**config.mk**
```make
export PLATFORM = sky130hd
export DESIGN_NAME = mig7_arbiter
export DESIGN_NICKNAME = d
export VERILOG_FILES = /design/src/rtl/mig7_arbiter.sv
export SDC_FILE = /design/constraint.sdc
export NUM_CORES = 1
export LEC_CHECK = 0
export CELL_PAD_IN_SITES_DETAIL_PLACEMENT = 1
export CELL_PAD_IN_SITES_GLOBAL_PLACEMENT = 1
export CORE_AREA = 2 2 364 366
export CTS_CLUSTER_DIAMETER = 150
export CTS_CLUSTER_SIZE = 12
export DETAILED_ROUTE_END_ITERATION = 8
export DIE_AREA = 0 0 366 368
export PLACE_DENSITY = 0.46
export SYNTH_ARGS = -nofsm -noshare
export SYNTH_HDL_FRONTEND = slang
export SYNTH_SLANG_ARGS = --single-unit
export TNS_END_PERCENT = 1
```
**constraint.sdc**
```tcl
create_clock -name clk -period 2.3 [get_ports clk]
set_input_delay 0.23 -clock clk [delete_from_list [all_inputs] [get_ports clk]]
set_output_delay 0.23 -clock clk [all_outputs]
set_load 0.02 [all_outputs]
```
**src/rtl/mig7_arbiter.sv**
```systemverilog
// Two-client arbiter for the MIG7 app interface: serializes single-beat commands and
// routes read returns back to their issuer. Define MIG7_ARB_RR_EN for round-robin arbitration.
module mig7_arbiter #(
    parameter int AWIDTH    = 28,
    parameter int DWIDTH    = 128,
    parameter int MWIDTH    = 16,
    parameter int RDQ_DEPTH = 32
) (
    input  logic                         clk,
    input  logic                         rst_n,
    input  logic                         c0_valid,
    input  logic                         c0_wr,
    input  logic [AWIDTH-1:0]            c0_addr,
    input  logic [DWIDTH-1:0]            c0_wdata,
    input  logic [MWIDTH-1:0]            c0_wmask,
    output logic                         c0_ready,
    output logic [DWIDTH-1:0]            c0_rdata,
    output logic                         c0_rvalid,
    input  logic                         c1_valid,
    input  logic                         c1_wr,
    input  logic [AWIDTH-1:0]            c1_addr,
    input  logic [DWIDTH-1:0]            c1_wdata,
    input  logic [MWIDTH-1:0]            c1_wmask,
    output logic                         c1_ready,
    output logic [DWIDTH-1:0]            c1_rdata,
    output logic                         c1_rvalid,
    output logic [AWIDTH-1:0]            app_addr,
    output logic [2:0]                   app_cmd,
    output logic                         app_en,
    output logic [DWIDTH-1:0]            app_wdf_data,
    output logic                         app_wdf_end,
    output logic [MWIDTH-1:0]            app_wdf_mask,
    output logic                         app_wdf_wren,
    input  logic                         app_rdy,
    input  logic                         app_wdf_rdy,
    input  logic [DWIDTH-1:0]            app_rd_data,
    input  logic                         app_rd_data_valid,
    input  logic                         app_rd_data_end,
    output logic                         app_sr_req,
    output logic                         app_ref_req,
    output logic                         app_zq_req,
    input  logic                         init_calib_complete,
    output logic [$clog2(RDQ_DEPTH):0]   rd_pending,
    output logic                         rd_err,
    output logic                         state_dbg
);
    localparam int PW = $clog2(RDQ_DEPTH);
    localparam int CW = PW + 1;
    localparam logic [2:0] CMD_WRITE = 3'b000;
    localparam logic [2:0] CMD_READ  = 3'b001;

    typedef enum logic {
        IDLE  = 1'b0,
        ISSUE = 1'b1
    } state_t;

    state_t          state;
    logic            issue_id;
    logic [PW-1:0]   wr_ptr;
    logic [PW-1:0]   rd_ptr;
    logic            tag_mem [RDQ_DEPTH];

    logic            fifo_full;
    logic            fifo_empty;
    logic            elig0;
    logic            elig1;
    logic            can_grant;
    logic            sel;
    logic            push;
    logic            pop;
    logic            pop_tag;
    logic            w_wr;
    logic [AWIDTH-1:0] w_addr;
    logic [DWIDTH-1:0] w_wdata;
    logic [MWIDTH-1:0] w_wmask;
    logic            unused_inputs;

    assign unused_inputs = app_rd_data_end;
    assign app_sr_req    = 1'b0;
    assign app_ref_req   = 1'b0;
    assign app_zq_req    = 1'b0;
    assign state_dbg     = (state == ISSUE);

    assign fifo_full  = (rd_pending == CW'(RDQ_DEPTH));
    assign fifo_empty = (rd_pending == '0);

    // Client handshake: a command transfers in the cycle where cK_valid and cK_ready are
    // both high; cK_ready never rises outside IDLE, during reset, or before calibration.
    assign elig0     = c0_valid & (c0_wr | ~fifo_full);
    assign elig1     = c1_valid & (c1_wr | ~fifo_full);
    assign can_grant = rst_n & (state == IDLE) & init_calib_complete & (elig0 | elig1);

`ifdef MIG7_ARB_RR_EN
    logic last_grant;

    assign sel = (elig0 & elig1) ? ~last_grant : elig1;

    always_ff @(posedge clk) begin
        if (!rst_n) begin
            last_grant <= 1'b1;
        end else if (can_grant) begin
            last_grant <= sel;
        end
    end
`else
    assign sel = ~elig0;
`endif

    assign c0_ready = can_grant & ~sel;
    assign c1_ready = can_grant & sel;

    assign w_wr    = sel ? c1_wr    : c0_wr;
    assign w_addr  = sel ? c1_addr  : c0_addr;
    assign w_wdata = sel ? c1_wdata : c0_wdata;
    assign w_wmask = sel ? c1_wmask : c0_wmask;

    // A read is owed data only once the controller has taken the command.
    assign push    = app_en & app_rdy & (app_cmd == CMD_READ);
    assign pop     = app_rd_data_valid & ~fifo_empty;
    assign pop_tag = tag_mem[rd_ptr];

    always_ff @(posedge clk) begin
        if (rst_n && push) begin
            tag_mem[wr_ptr] <= issue_id;
        end
    end

    always_ff @(posedge clk) begin
        if (!rst_n) begin
            state        <= IDLE;
            issue_id     <= 1'b0;
            app_addr     <= '0;
            app_cmd      <= '0;
            app_en       <= 1'b0;
            app_wdf_data <= '0;
            app_wdf_mask <= '0;
            app_wdf_wren <= 1'b0;
            app_wdf_end  <= 1'b0;
            wr_ptr       <= '0;
            rd_ptr       <= '0;
            rd_pending   <= '0;
            rd_err       <= 1'b0;
            c0_rvalid    <= 1'b0;
            c1_rvalid    <= 1'b0;
            c0_rdata     <= '0;
            c1_rdata     <= '0;
        end else begin
            c0_rvalid <= pop & ~pop_tag;
            c1_rvalid <= pop & pop_tag;
            if (pop && !pop_tag) begin
                c0_rdata <= app_rd_data;
            end
            if (pop && pop_tag) begin
                c1_rdata <= app_rd_data;
            end
            if (app_rd_data_valid && fifo_empty) begin
                rd_err <= 1'b1;
            end
            if (push) begin
                wr_ptr <= wr_ptr + PW'(1);
            end
            if (pop) begin
                rd_ptr <= rd_ptr + PW'(1);
            end
            rd_pending <= rd_pending + CW'(push) - CW'(pop);

            case (state)
                IDLE: begin
                    if (can_grant) begin
                        app_addr <= w_addr;
                        app_cmd  <= w_wr ? CMD_WRITE : CMD_READ;
                        app_en   <= 1'b1;
                        issue_id <= sel;
                        if (w_wr) begin
                            app_wdf_data <= w_wdata;
                            app_wdf_mask <= w_wmask;
                            app_wdf_wren <= 1'b1;
                            app_wdf_end  <= 1'b1;
                        end
                        state <= ISSUE;
                    end
                end
                ISSUE: begin
                    // Command and write-data acceptances are tracked independently.
                    if (app_rdy) begin
                        app_en <= 1'b0;
                    end
                    if (app_wdf_rdy) begin
                        app_wdf_wren <= 1'b0;
                        app_wdf_end  <= 1'b0;
                    end
                    if ((!app_en || app_rdy) && (!app_wdf_wren || app_wdf_rdy)) begin
                        state <= IDLE;
                    end
                end
                default: state <= IDLE;
            endcase
        end
    end
endmodule

```
-- After elaboration in Yosys (flattened, before gate mapping)
Memory sizes are Yosys's and may differ from the RTL's. A register that Yosys moved wholly into a read port is not among the register bits.
Cells that the tools add are included.
- equality and inequality tests: 6
- muxes and demuxes: 19
- add/subtract/negate cells: 4
- bitwise operators: 20
- reductions and logical operators: 15
- operator list (operator ; count):
    $mux W128 ; 1
    $mux W28 ; 1
    $mux W16 ; 1
    $and A1 B1 Y1 ; 12
    $mux W1 ; 11
    $add A5 B1 Y5 const B ; 2
    $mux W5 ; 2
    $ne A2 B2 Y1 const B ; 4
    $add A6 B1 Y6 ; 1
    $eq A6 B6 Y1 const B ; 1
    $logic_not A6 Y1 ; 1
    $pmux W1 S2 ; 3
    $reduce_and A3 Y1 ; 2
    $sub A6 B1 Y6 ; 1
    $logic_and A1 B1 Y1 ; 5
    $not A1 Y1 ; 5
    $reduce_and A2 Y1 ; 2
    $eq A3 B1 Y1 const B ; 1
    $logic_not A1 Y1 ; 3
    $or A1 B1 Y1 ; 3
    $logic_or A1 B1 Y1 ; 2
- RAM bits: 32
- memories: 1
- bits of input ports: 483
- flip-flop bits (word level): 454
- memories (memory ; words ; bits a word ; read ports ; clocked after Yosys merged registers in ; write ports ; line ; text):
    tag_mem ; 32 ; 1 ; 1 ; 1 ; 1 ; 61 ; logic tag_mem [RDQ_DEPTH];

-- Logic depth before layout (Yosys ltp)
Gate-level depths: netlist of run 1.
- depth after elaboration: 8
- depth in mapped cells: 15
- gate-level depth less buffers: 15

-- Least setup slack after synthesis of run 1
No wires, ideal clock.
- kind: register to register
- from: reg rd_pending[2]
- to: reg rd_pending[4]
- data required time: 2.172 ns
- period minus slack after synthesis: 2.528 ns
- data arrival time: 2.401 ns
- path buffers: 0
- setup time: 0.128 ns
- path slack: -0.228 ns
- cell stages (with the launch flop): 16
- cells stage by stage: dfxtp_1 -> inv_1 -> ha_1 -> nor4bb_1 -> nor2b_1 -> nand2b_1 -> nand2_1 -> ha_1 -> inv_1 -> fa_1 -> inv_1 -> a21oi_1 -> nor2_1 -> nor2_1 -> xor2_1 -> nor2_1
- longest elaborated chain between the ends: 4
- RTL lines (element ; line ; text):
    start, declared ; 43 ; output logic [$clog2(RDQ_DEPTH):0] rd_pending,
    start signal, assigned ; 165 ; rd_pending <= rd_pending + CW'(push) - CW'(pop);
    parallel branches: the longest is 3 deep, another holds $add A6 B1 Y6 ; - ;
    $sub A6 B1 Y6 (*) ; 165 ;
Mark *: on every way between the ends.
A chain may end at the register's enable or synchronous reset.

-- Worst setup path after layout of run 1
- from: reg rd_pending[4]
- to: reg rd_pending[5]
Same word-level chain as after synthesis.

==> metrics.cfg, run 1 <==
[sta]
finalSetupViolCount=5
period_needed_ps=2480
rsz0062_at_grt=true
timing.final.ws_setup_ps=-177
relSlewSlack=0.631
drv_slew=0
worst_pin_slew_ps=552
hold_viol_final=0
fin_crit_sh=1.08
fmax_mhz=404
hold_slack_ps=167
finalClockSkew_ps=34.1

[yosys]
synth_seq_cells=489
synth.yosys.warnings=0
synth_area_leaders=dfxtp_1, mux2i_1, a211oi_1
synth_top_area_cell=dfxtp_1
synth_area_per_cell_um2=9.60
synth.top_cell.area_share=0.471
synthCells=2021
ys_types=36
seq_area_frac_synth=0.521
synth_area_um2=19400

[status]
status=finished, violations left
violations=negative setup slack

[placement]
dp_hpwl_um=92200
io_buffers=925
placedInstanceArea_um2=31300
gp_congestion=0.856
placed_cells=4645

[power]
internal-power_w=0.0179
pwr-share-comb=0.347
swShare=0.343
p_clk_frac=0.277
seqPwrFrac=0.376
p_per_area_nw_per_um2=827
leakage_nw=11.8
peakVddDrop_mv=0.572
p_sw_w=0.00935

[detailed_routing]
post-route-drc-count=0
first_iter_violations=841
dr.pass1.iters=4
vias=18400
wl_per_cell_um=23.7
routed_wl_um=113000
via_per_inst=3.87
ant_nets=0

[clocking]
ctsLongestPathBuffers=3
cts_made_buffers=47
root_buffer=clkbuf_16
path_clk_slew_ps=70
htreeDepth=2
cts_sinks=489
cts_tree=done
insertion_delay_ps=650

[floorplanning]
initial_core_util=0.148
core_area_um2=131000
rows=133
die_w_um=366
dieArea_um2=135000
die_y_um=368
io_pins=932

[global_route]
grt_max_degree=77
grt_use_met2=0.293
grt_pass1_wl_um=155000
grt_pass1_vias=18900
overflow=0
grt_use_total=0.162
groute.layer.met1.usage=0.180
antenna_found_initial=69
top_usage_layer=met2
met3_usage=0.0625

[setup_path]
cp.arrival_ps=2980
crit_fanout=2
cp.required_ps=2800
start_kind=flop
crit_type=flop to flop
end_kind=flop

[cells_and_area]
final_cells=4746
area_growth_pct=69.9
multiInputGateArea_um2=8520
post-route-util=0.252
drive_gt1_frac=0.0739
n_fill_cell=15000
layout.area.seq_um2=10100
num-nets-final=3450
fin_area_um2=33000

[hold_path]
hp-class=input port to flop

[run]
maxCapViolCount=0

==> routing by layer <==
layer / wire length, µm / up-vias
li1: - / 8882
met1: 42900 / 8689
met2: 56600 / 615
met3: 10400 / 157
met4: 2430 / 32
met5: 222 / -
==> placed cells by master, fill, tap and decap left out, types with 3 or more instances in the layout <==
| cell type | synthesis | layout |
|---|---|---|
| a211oi_1 | 174 | 168 |
| nand2_1 | 275 | 275 |
| a22oi_1 | 4 | 4 |
| dfxtp_1 | 457 | 453 |
| conb_1 | 1 | 5 |
| clkbuf_1 | 84 | 6 |
| buf_12 | 1 | 31 |
| nand3_1 | 137 | 137 |
| clkdlybuf4s50_1 | 0 | 922 |
| mux2i_2 | 0 | 3 |
| ha_4 | 0 | 3 |
| buf_4 | 19 | 86 |
| ha_1 | 13 | 9 |
| buf_6 | 17 | 12 |
| mux2i_1 | 316 | 313 |
| a21oi_1 | 14 | 11 |
| xnor2_1 | 4 | 3 |
| o21ai_0 | 70 | 69 |
| clkbuf_16 | 0 | 47 |
| diode_2 | 0 | 28 |
| nand2b_1 | 4 | 3 |
| nor2_1 | 237 | 236 |
| nor2b_1 | 5 | 4 |
| edfxtp_1 | 32 | 32 |
| nand4_1 | 6 | 6 |
| xor2_1 | 8 | 7 |
| o21ai_1 | 61 | 61 |
| inv_1 | 13 | 9 |
| a211oi_2 | 0 | 6 |
| inv_4 | 0 | 4 |
==> final cells by class <==
class,count,area share
antenna,28,0.00212
clock buffer,54,0.0368
clock inverter,5,0.00258
inverter,13,0.00186
multi-input combinational,1347,0.258
sequential,489,0.307
tap,1755,0.0666
timing repair buffer,1055,0.325
==> through the flow <==
stage	total power, W	setup slack (ps)	TNS (ps)
after floorplan	0.0149	10.2	0
after global routing	0.0288	-342	-12190
after detailed placement	0.0198	-93.4	-178
final	0.0273	-177	-400
after CTS	0.0277	-175	-468
after global placement	0.0198	-122	-218
==> cells in the mapped netlist <==
master / instances
nand3b_1: 1
inv_1: 13
ha_1: 13
o22ai_1: 1
nor2b_1: 5
a21o_1: 1
a211oi_1: 174
o21ai_1: 61
and2_1: 3
mux2i_1: 316
xnor2_1: 4
nand2_1: 275
a41o_1: 1
nor3_1: 2
o21bai_1: 1
o21ai_0: 70
dfxtp_1: 457
nor2_1: 237
nor4bb_1: 1
a22oi_1: 4
clkbuf_1: 84
nand2b_1: 4
a21oi_1: 14
buf_6: 17
xor2_1: 8
nand4bb_1: 1
fa_1: 1
buf_4: 19
buf_12: 1
buf_2: 49
nand4_1: 6
and3_1: 1
conb_1: 1
edfxtp_1: 32
buf_1: 6
nand3_1: 137
==> path summary, 6_finish.rpt <==
path | slack (ps) | endpoint | cells after the start | start
max | -180 | rd_pending[5] | 15 | rd_pending[4]
min reg2reg | 460 | c0_rdata[92] | 2 | c0_rdata[92]
min | 170 | c1_rdata[86] | 3 | app_rd_data[86]
max reg2reg | -180 | rd_pending[5] | 15 | rd_pending[4]
==> logic make-up after synthesis <==
family / Yosys count / synth area share
DFF: 489 / 0.521
muxes: 316 / 0.163
other: 1 / 0.000193
xor gates and xnor gates: 12 / 0.00542
and+or+nand+nor: 673 / 0.142
buffers and inverters: 189 / 0.0508
adders and majority gates: 14 / 0.00941
AOI/OAI and AO/OA: 327 / 0.108
==> power groups by stage <==
stage	combinational (W)	sequential, W	clock, W
final	0.00946	0.0103	0.00755
after floorplan	0.00327	0.0116	0
after CTS	0.00947	0.0103	0.00797
after global routing	0.0102	0.0104	0.00822
after global placement	0.00936	0.0104	0
after detailed placement	0.00934	0.0104	0
==> repair_timing <==
action                                  CTS  global route
gates resized for setup                  25            23
cloned                                    1             0
endpoints found under the setup margin    4           380
pin swaps                                 8            34
endpoints found under the hold margin     8             0
setup buffers                             7             7
hold buffers                              1             0
==> critical path, stage by stage (launching register included) <==
cell and delay (ps):
dfxtp_2 350, inv_4 40, buf_6 110, ha_4 140, nor4bb_4 160, buf_4 150, nor2b_4 110, nand2b_1 80
buf_4 140, ha_1 270, a21o_1 180, a21oi_2 160, o21bai_1 110, a21oi_1 180, xnor2_1 130, nor2_1 50
==> registers in the layout, summed over array words and instances, names as in the netlist, named ones only <==
name,flops
c0_rvalid,1
app_wdf_data,128
app_addr,28
rd_ptr,5
app_en,1
app_cmd,1
rd_err,1
wr_ptr,5
issue_id,1
c1_rdata,128
rd_pending,6
c0_rdata,128
tag_mem,32
c1_rvalid,1
app_wdf_mask,16
state_dbg,1
app_wdf_wren,1
Power figures use the tool's default switching activity.
==> inputs of run 2 (changes only) <==
--- a/config.mk
+++ b/config.mk
@@ -13,6 +13,8 @@
 export DETAILED_ROUTE_END_ITERATION = 8
 export DIE_AREA = 0 0 366 368
 export PLACE_DENSITY = 0.46
+export REMOVE_ABC_BUFFERS = 1
+export SLEW_MARGIN = 40
 export SYNTH_ARGS = -nofsm -noshare
 export SYNTH_HDL_FRONTEND = slang
 export SYNTH_SLANG_ARGS = --single-unit
==> run 2 against run 1 <==
  * The run still ends with negative setup slack left
  * First-iteration DRC count fell by 8.1%
  * Sequential share of layout area rose by 0.10 points
  * Final area fell by 0.40%
  * Final cell count fell by 0.44%
  * Critical path type unchanged
  * Largest power group unchanged
==> metrics.cfg, run 2 (synthesis gave the netlist of run 1 again) <==
[sta]
tns_ps=-272
finalSetupViolCount=7
fmax_mhz=419
rsz0062_at_grt=true
drv_slew=0
timing.final.ws_setup_ps=-84.4
hold_viol_final=0
worst_pin_slew_ps=651
relSlewSlack=0.566
fin_crit_sh=1.04
period_needed_ps=2380
finalClockSkew_ps=21.5

[global_route]
top_usage_layer=met2
antenna_found_initial=53
grt_use_met2=0.258
groute.layer.met1.usage=0.163
grt_pass1_vias=19000
met3_usage=0.0674
grt_use_total=0.150
grt_pass1_wl_um=145000
grt_max_degree=130
overflow=0

[clocking]
cts_sinks=489
cts_tree=done
path_clk_slew_ps=70
htreeDepth=2
ctsLongestPathBuffers=3
insertion_delay_ps=620
cts_made_buffers=47
root_buffer=clkbuf_16

[detailed_routing]
vias=18100
wl_per_cell_um=22.2
ant_nets=0
routed_wl_um=105000
first_iter_violations=773
post-route-drc-count=0
dr.pass1.iters=4
via_per_inst=3.82

[floorplanning]
die_w_um=366
rows=133
die_y_um=368
core_area_um2=131000
dieArea_um2=135000
initial_core_util=0.148
io_pins=932

[setup_path]
critPathSlowestCell=dfxtp_2
crit_type=flop to flop
cp.arrival_ps=2880
cp_cell_sequence=inv_2, ha_1, nor4bb_4, buf_4, nor2b_2, nand2b_1, buf_4, ha_1, a21o_1, a21oi_2, o21bai_1, a21oi_1, xnor2_1, nor2_1
end_kind=flop
cp.required_ps=2790
crit_fanout=3
start_kind=flop
path_buf_inv=3
slowest_delay_ps=340
crit_family=compound AO/OA/AOI/OAI gates

[cells_and_area]
final_cells=4725
reg_top3=app_wdf_data (128), c0_rdata (128), c1_rdata (128)
layout_common_cells=clkdlybuf4s50_1, dfxtp_1, mux2i_1
post-route-util=0.251
drive_gt1_frac=0.0722
final_common_cell=clkdlybuf4s50_1
area_growth_pct=69.2
num-nets-final=3438

[placement]
gp_congestion=0.807
io_buffers=925
placed_cells=4640
dp_hpwl_um=83900

[power]
p_per_area_nw_per_um2=822
peakVddDrop_mv=0.532
p_total_w=0.0270
leakage_nw=11.7

[status]
violations=negative setup slack
status=finished, violations left

[run]
maxCapViolCount=0

[hold_path]
hp-class=input port to flop

## run 2: cell types whose count changed in the layout (fill, tap and decap cells not counted), sizes merged
cell | previous run | this run
clkbuf | 54 | 53
clkinv | 1 | 2
bufbuf | 1 | 0
inv | 17 | 14
buf | 131 | 120
diode | 28 | 21
clkinvlp | 0 | 1
## run 2: area by class of cell
class                      count  area, µm²
timing repair buffer        1043      10600
antenna                       21       52.6
sequential                   489      10100
clock inverter                 4       48.8
tap                         1755       2200
clock buffer                  53       1200
inverter                      13       56.3
multi-input combinational   1347       8550
fill                       15100      98000
## run 2: report_power, final
group	internal, W	switching, W	total [W]
clock network	0.00367	0.00363	0.00730
registers	0.00964	0.000601	0.0102
logic	0.00456	0.00489	0.00945
## run 2: worst reg2reg max path, stage by stage, from the launching register on
cell and delay, ps:
dfxtp_2 340, inv_2 40, ha_1 190, nor4bb_4 150, buf_4 140, nor2b_2 130
nand2b_1 90, buf_4 150, ha_1 260, a21o_1 200, a21oi_2 160, o21bai_1 80
a21oi_1 160, xnor2_1 130, nor2_1 60
## run 2: worst paths after layout
path / slack (ps) / cells past startpoint / end / start
max reg2reg: -80 / 14 / rd_pending[5] / rd_pending[4]
min reg2reg: 460 / 2 / c0_rdata[56] / c0_rdata[56]
max: -80 / 14 / rd_pending[5] / rd_pending[4]
min: 190 / 3 / c1_rdata[79] / app_rd_data[79]
## run 2: per-stage QoR
| step | worst slack [ps] | hold WS (ps) | cell area [µm²] |
|---|---|---|---|
| 4_1_cts | -73.1 | 119 | 32600 |
| 5_1_grt | -209 | 163 | 32800 |
| 3_3_place_gp | -297 | 442 | 31300 |
| 6_report | -84.4 | 185 | 32800 |
| 2_1_floorplan | -21340 | 325 | 18500 |
| 3_5_place_dp | -276 | 447 | 31300 |
## run 2: what timing repair did
| item | 4_1_cts | 5_1_grt |
|---|---|---|
| hold buffers | 1 | 0 |
| pin swaps | 5 | 12 |
| buffers inserted | 2 | 4 |
| resized for setup | 28 | 27 |
| endpoints found under the hold margin | 3 | 0 |
| setup endpoints to repair | 63 | 259 |
## run 2: routing by layer
layer,routed length [µm],part of all wire
met1,40400,0.39
met3,10200,0.098
met4,3050,0.029
met5,200,0.0019
met2,51000,0.49
